$ cat src/rtl/ldl_ram_p1_pkg.sv
// rtl/ldl_ram_p1_pkg.sv - shared types and constants for the 1-port RAM master
package ldl_ram_p1_pkg;

    typedef enum logic [1:0] {
        GNT_NONE,
        GNT_WR,
        GNT_RD
    } grant_e;

    localparam int RSP_DEPTH = 2;
    localparam int STAT_W    = 32;
    localparam int CNT_W     = $clog2(RSP_DEPTH + 1);

endpackage

$ cat src/rtl/ldl_ram_p1_rsp_fifo.sv
// rtl/ldl_ram_p1_rsp_fifo.sv - 2-entry in-order valid/ready response buffer
module ldl_ram_p1_rsp_fifo
    import ldl_ram_p1_pkg::*;
#(
    parameter int DWIDTH = 8
) (
    input  logic              clk,
    input  logic              rst,
    input  logic              i_push_valid,
    input  logic [DWIDTH-1:0] i_push_data,
    input  logic              i_pop_ready,
    output logic              o_pop_valid,
    output logic [DWIDTH-1:0] o_pop_data,
    output logic [CNT_W-1:0]  o_count
);

    logic [DWIDTH-1:0] r_mem [RSP_DEPTH];
    logic              r_wr_ptr;
    logic              r_rd_ptr;
    logic [CNT_W-1:0]  r_cnt;
    logic              w_pop;
    logic              w_full;

    assign o_pop_valid = (r_cnt != '0);
    assign o_pop_data  = r_mem[r_rd_ptr];
    assign o_count     = r_cnt;
    assign w_pop       = o_pop_valid & i_pop_ready;
    assign w_full      = (r_cnt == CNT_W'(RSP_DEPTH));

    always_ff @(posedge clk) begin
        if (rst) begin
            r_wr_ptr <= 1'b0;
            r_rd_ptr <= 1'b0;
            r_cnt    <= '0;
        end else begin
            if (i_push_valid) begin
                r_mem[r_wr_ptr] <= i_push_data;
                r_wr_ptr        <= ~r_wr_ptr;
            end
            if (w_pop) begin
                r_rd_ptr <= ~r_rd_ptr;
            end
            case ({i_push_valid, w_pop})
                2'b10:   r_cnt <= r_cnt + CNT_W'(1);
                2'b01:   r_cnt <= r_cnt - CNT_W'(1);
                default: r_cnt <= r_cnt;
            endcase
        end
    end

    // The master's read credit must make a push into a full, non-draining buffer impossible.
    always_ff @(posedge clk) begin
        if (!rst) begin
            assert (!(i_push_valid && !w_pop && w_full));
        end
    end

endmodule

$ cat src/rtl/ldl_ram_p1_master.sv
// rtl/ldl_ram_p1_master.sv - write/read arbiter driving a 1-port RAM; optional LDL_RAM_P1_MASTER_STAT_EN counters
module ldl_ram_p1_master
    import ldl_ram_p1_pkg::*;
#(
    parameter int DWIDTH = 8,
    parameter int AWIDTH = 4
) (
    input  logic              clk,
    input  logic              rst,
    input  logic              wr_valid,
    output logic              wr_ready,
    input  logic [AWIDTH-1:0] wr_addr,
    input  logic [DWIDTH-1:0] wr_data,
    input  logic              rd_valid,
    output logic              rd_ready,
    input  logic [AWIDTH-1:0] rd_addr,
    output logic              rsp_valid,
    input  logic              rsp_ready,
    output logic [DWIDTH-1:0] rsp_data,
    output logic              ram_re,
    output logic              ram_we,
    output logic [AWIDTH-1:0] ram_addr,
    output logic [DWIDTH-1:0] ram_din,
    input  logic [DWIDTH-1:0] ram_dout
`ifdef LDL_RAM_P1_MASTER_STAT_EN
    ,
    output logic [STAT_W-1:0] stat_wr_cnt,
    output logic [STAT_W-1:0] stat_rd_cnt,
    output logic [STAT_W-1:0] stat_stall_cnt
`endif
);

    logic             r_inflight;
    logic             r_last_wr;
    grant_e           w_grant;
    logic [CNT_W-1:0] w_cnt;
    logic             w_pop;
    logic [2:0]       w_credit;
    logic             w_rd_ok;

    assign w_pop    = rsp_valid & rsp_ready;
    assign w_credit = {1'b0, w_cnt} + {2'b00, r_inflight} - {2'b00, w_pop};
    assign w_rd_ok  = (w_credit < 3'd2);

    always_ff @(posedge clk) begin
        if (rst) begin
            r_inflight <= 1'b0;
            r_last_wr  <= 1'b1;
        end else begin
            r_inflight <= (w_grant == GNT_RD);
            if (w_grant != GNT_NONE) begin
                r_last_wr <= (w_grant == GNT_WR);
            end
        end
    end

    // Round-robin only applies when a read can be taken; writes never need credit.
    always_comb begin
        w_grant = GNT_NONE;
        if (!rst) begin
            if (wr_valid && rd_valid && w_rd_ok) begin
                w_grant = r_last_wr ? GNT_RD : GNT_WR;
            end else if (wr_valid) begin
                w_grant = GNT_WR;
            end else if (rd_valid && w_rd_ok) begin
                w_grant = GNT_RD;
            end
        end
    end

    always_comb begin
        wr_ready = (w_grant == GNT_WR);
        rd_ready = (w_grant == GNT_RD);
        ram_we   = (w_grant == GNT_WR);
        ram_re   = (w_grant == GNT_RD);
        ram_addr = (w_grant == GNT_WR) ? wr_addr : rd_addr;
        ram_din  = wr_data;
    end

    ldl_ram_p1_rsp_fifo #(
        .DWIDTH (DWIDTH)
    ) u_rsp_fifo (
        .clk          (clk),
        .rst          (rst),
        .i_push_valid (r_inflight),
        .i_push_data  (ram_dout),
        .i_pop_ready  (rsp_ready),
        .o_pop_valid  (rsp_valid),
        .o_pop_data   (rsp_data),
        .o_count      (w_cnt)
    );

`ifdef LDL_RAM_P1_MASTER_STAT_EN
    logic [STAT_W-1:0] r_stat_wr;
    logic [STAT_W-1:0] r_stat_rd;
    logic [STAT_W-1:0] r_stat_stall;

    always_ff @(posedge clk) begin
        if (rst) begin
            r_stat_wr    <= '0;
            r_stat_rd    <= '0;
            r_stat_stall <= '0;
        end else begin
            if (wr_ready) r_stat_wr <= r_stat_wr + STAT_W'(1);
            if (rd_ready) r_stat_rd <= r_stat_rd + STAT_W'(1);
            if (rd_valid && !rd_ready) r_stat_stall <= r_stat_stall + STAT_W'(1);
        end
    end

    assign stat_wr_cnt    = r_stat_wr;
    assign stat_rd_cnt    = r_stat_rd;
    assign stat_stall_cnt = r_stat_stall;
`endif

endmodule

$ cat config.mk
export PLATFORM = sky130hd
export DESIGN_NAME = ldl_ram_p1_master
export DESIGN_NICKNAME = d
export VERILOG_FILES = /design/src/rtl/ldl_ram_p1_pkg.sv /design/src/rtl/ldl_ram_p1_rsp_fifo.sv /design/src/rtl/ldl_ram_p1_master.sv
export SDC_FILE = /design/constraint.sdc
export NUM_CORES = 1
export LEC_CHECK = 0
export ABC_AREA = 1
export BUFFER_PORTS_ARGS = -buffer_cell sky130_fd_sc_hd__buf_2
export CORE_MARGIN = 3
export CORE_UTILIZATION = 41
export DETAILED_ROUTE_END_ITERATION = 6
export PLACE_DENSITY_LB_ADDON = 0.25
export RECOVER_POWER = 100
export SYNTH_ARGS = -nofsm -noshare
export SYNTH_HDL_FRONTEND = slang
export SYNTH_HIERARCHICAL = 1
export SYNTH_SLANG_ARGS = --single-unit
$ cat constraint.sdc
create_clock -name clk -period 2.2 [get_ports clk]
set_clock_uncertainty 0.1 [all_clocks]
set_input_delay 0.11 -clock clk [delete_from_list [all_inputs] [get_ports clk]]
set_output_delay 0.11 -clock clk [all_outputs]
set_load 0.02 [all_outputs]
==> metrics.md <==
| Metric | Value |
|---|---|
| Outcome | `finished, violations left` |
| Failing checks | `setup timing` |
| H-tree levels | `1` |
| CTS tree | `built` |
| Clk_lat worst skew | `about 0.31 ns` |
| Non-Filler Instances | `188` |
| Syn avg cell area | `10.73 sq um` |
| Inst Count DP | `170` |
| # rows | `18` |
| Hold path depth | `4` |
| Vias in the first global route | `approximately 900` |
| Final worst path period need | `2.583 ns` |
| Area grow syn2layout | `34.36%` |
| Initial DRC count | `12` |
| Post-route design area | `0.001585 sq mm` |
| Die area | `0.003558 sq mm` |
| Clk network pwr share | `11.1%` |
| Fin. Hold Viols | `0` |
| Ys async rst share | `0%` |
| Seq cells post-synth | `23` |
| CTS root buf | `clkbuf_4` |
| Peak Freq | `387.2 MHz` |
| Fillers | `213` |
| Synthesized cell area | `0.001180 sq mm` |
| # DRC | `0` |
| Pin count of the biggest net entering global routing | `14` |
| Power share of the sequential group | `35.0%` |
| Setup crit start kind | `flip-flop` |
| CTS sink cnt | `23` |
| Detail Placement HPWL | `1630 um` |
| Count of cell types in the netlist | `26` |
| Die X | `59.65 um` |
| PwrDens | `1087 mW/mm^2` |
| Sequential share of the synthesized area | `between 50% and 60%` |
| Final setup fails | `8` |
| CTS Buf Count | `3` |
| Setup WS post-layout | `-0.3825 ns` |
| Area share of the largest cell type after synthesis | `around two fifths` |
| Hold Crit Class | `primary input to flip-flop` |
| DP Worst Slack | `-0.01483 ns` |
| CTS Buffer Depth | `2` |
| Layout cell share with drive strength beyond 1 | `50.32%` |
| Worst-path clk slew | `0.12 ns` |
| Top Ports | `54` |
| Via count | `approximately 890` |
| Max VDD drop | `roughly 0.80 mV` |
| Worst rel slew slack | `72.70%` |
| Mapped Nets | `142` |
| Largest cells by area after synthesis | `edfxtp_1 41%, dfxtp_1 12%, buf_4 6.4%` |
| Int Power | `between 0.001 and 0.0015 W` |
| # nets final | `190` |
| CP max FO | `5` |
| Initial antenna violation count | `1` |
| Die Ht | `about 60 um` |
| Dominant cell type by area after synthesis | `edfxtp_1` |
| First-pass GRT wire length | `between 3000 and 4000 um` |
| Reg2Reg Depth | `12` |
| Gr usage total | `13.19%` |
| Period Utilization, post-route | `117.4%` |
| Yosys warns | `6` |
| Slew @ Worst Pin | `about 0.4 ns` |
| Drt total wl | `2409 um` |
| RSZ-0062 raised after global routing | `yes` |
| Fin. max-slew vios | `0` |
| Critical path data required time | `1.99 ns` |
| Vias per cell | `4.713` |
| Initial Util | `a little under half` |
| GPL Wtd Cong | `0.7821` |
| Port buffer count | `37` |
| Worst Path Arrival | `roughly 2.4 ns` |
| Post-route ant nets | `0` |
| Drt wl/cell | `around 13 um` |
| Critical path class | `flip-flop to output port` |
| Drt pass-1 iters | `4` |
| Static Leak | `0.7045 nW` |
| Comb power frac | `roughly 54%` |
| Critical path capture point type | `output port` |
| Ys flop type | `edfxtp_1` |
| Max_cap viols | `0` |
| Switching fraction of total power | `about two fifths` |
| Number of synthesized flops with an enable pin | `16` |
| Post-synthesis cell count | `110` |
| Area post-placement | `0.001359 sq mm` |
| Switching pwr | `0.0006802 W` |
| Grt ovf | `0` |
| Core area | `approximately 0.0026 sq mm` |
[critical path, cell delays in order, from the launching register on]
cell	delay, ns
dfxtp_4	0.37
inv_4	0.05
nand2_4	0.05
nand2_2	0.06
inv_2	0.04
ha_4	0.23
inv_2	0.05
nand2_2	0.05
fa_1	0.53
nand2_1	0.06
inv_2	0.07
nand4_4	0.11
nand2_4	0.12
nand2_1	0.07
nand2_1	0.08
buf_6	0.12
[synthesized netlist by cell type (2+ instances only)]
master / number
nand2_2: 2
nor2_1: 7
buf_4: 10
ha_1: 2
edfxtp_1: 16
nand3_1: 4
a21oi_1: 3
inv_1: 16
nor2_2: 2
dfxtp_1: 7
mux2_2: 5
mux2_4: 3
nand2_1: 17
and2_1: 2
nand2_4: 3
[power by group through the flow]
stage                     clock [W]  combinational, W  sequential (W)
after global placement            0          0.000747        0.000609
final                      0.000191          0.000930        0.000602
after CTS                  0.000201          0.000883        0.000599
after floorplan                   0          0.000627        0.000596
after detailed placement          0          0.000767        0.000614
after global routing       0.000214           0.00101        0.000612
[registers in the layout, summed over array words and instances, names as in the netlist, named ones only]
name	cells
u_rsp_fifo/r_wr_ptr	1
u_rsp_fifo/r_mem	16
r_inflight	1
r_last_wr	1
u_rsp_fifo/o_count	2
u_rsp_fifo/r_rd_ptr	1
[layout make-up]
cell class              instances  area (sq um)  area share, %
inverters                      18         75.07          4.736
clock inverters                 1         5.005         0.3157
well taps                      30         37.54          2.368
multi-input cells              58         432.9          27.31
clock buffers                   3         22.52          1.421
diodes                          1         2.502         0.1579
repair buffers                 54         384.1          24.23
flip-flops and latches         23         625.6          39.46
[cells in the final DEF, fill, tap and decap left out, drive strengths merged]
| master | instances |
|---|---|
| and2 | 2 |
| a21oi | 3 |
| diode | 1 |
| nor3 | 1 |
| and3 | 1 |
| nand2 | 22 |
| nand4 | 2 |
| edfxtp | 16 |
| dlygate4sd3 | 10 |
| nor2 | 9 |
| clkinv | 2 |
| fa | 1 |
| ha | 2 |
| dfxtp | 7 |
| clkbuf | 6 |
| buf | 41 |
| mux2 | 8 |
| nand3 | 4 |
| o21ai | 3 |
| inv | 17 |
[layer usage]
metal  up-vias  track usage [%]  share of wire (%)
li1        443                -                  -
met1       404            14.29                 35
met2        25            23.77                 55
met3        14            4.793                6.4
met4         0            3.797                3.3
met5         -                0                  0
[repair_timing]
action | in CTS | in global routing
cloned | 0 | 0
gates resized for setup | 16 | 10
endpoints found under the setup margin | 8 | 8
setup buffers | 3 | 0
pin swaps | 3 | 9
hold endpoints to repair | 18 | 0
hold buffers | 10 | 0
[logic make-up after synthesis]
logic type	count (synthesis)	share of synthesized area [%]
AOI/OAI and AO/OA	6	2.862
adders and majority gates	3	3.817
buffers and inverters	29	13.47
DFF	23	52.60
muxes	8	8.589
and+or+nand+nor	41	18.66
[per-stage QoR]
| stage | setup TNS [ns] | hold slack (ns) | util (%) | power [W] |
|---|---|---|---|---|
| finish | -2.742 | 0.07052 | 60.68 | 0.001723 |
| global route | -3.591 | 0.08002 | 60.68 | 0.001838 |
| CTS | -2.466 | 0.06442 | 59.67 | 0.001683 |
| detailed placement | -0.04865 | 0.1202 | 52.01 | 0.001382 |
| global placement | 0 | 0.1202 | 52.01 | 0.001357 |
| floorplan | -0.009437 | 0.07907 | - | 0.001222 |
[worst paths after layout]
kind	to	slack (ns)	startpoint
min reg2reg	u_rsp_fifo/r_wr_ptr$_SDFFE_PP0P_	0.41	u_rsp_fifo/r_wr_ptr$_SDFFE_PP0P_
max reg2reg	r_inflight$_SDFF_PP0_	0.18	u_rsp_fifo/o_count[1]$_SDFFE_PP0P_
min	u_rsp_fifo/r_rd_ptr$_SDFFE_PP0P_	0.07	rsp_ready
max	ram_addr[1]	-0.38	u_rsp_fifo/o_count[1]$_SDFFE_PP0P_
Note: power is estimated with default switching activity, not from simulation.
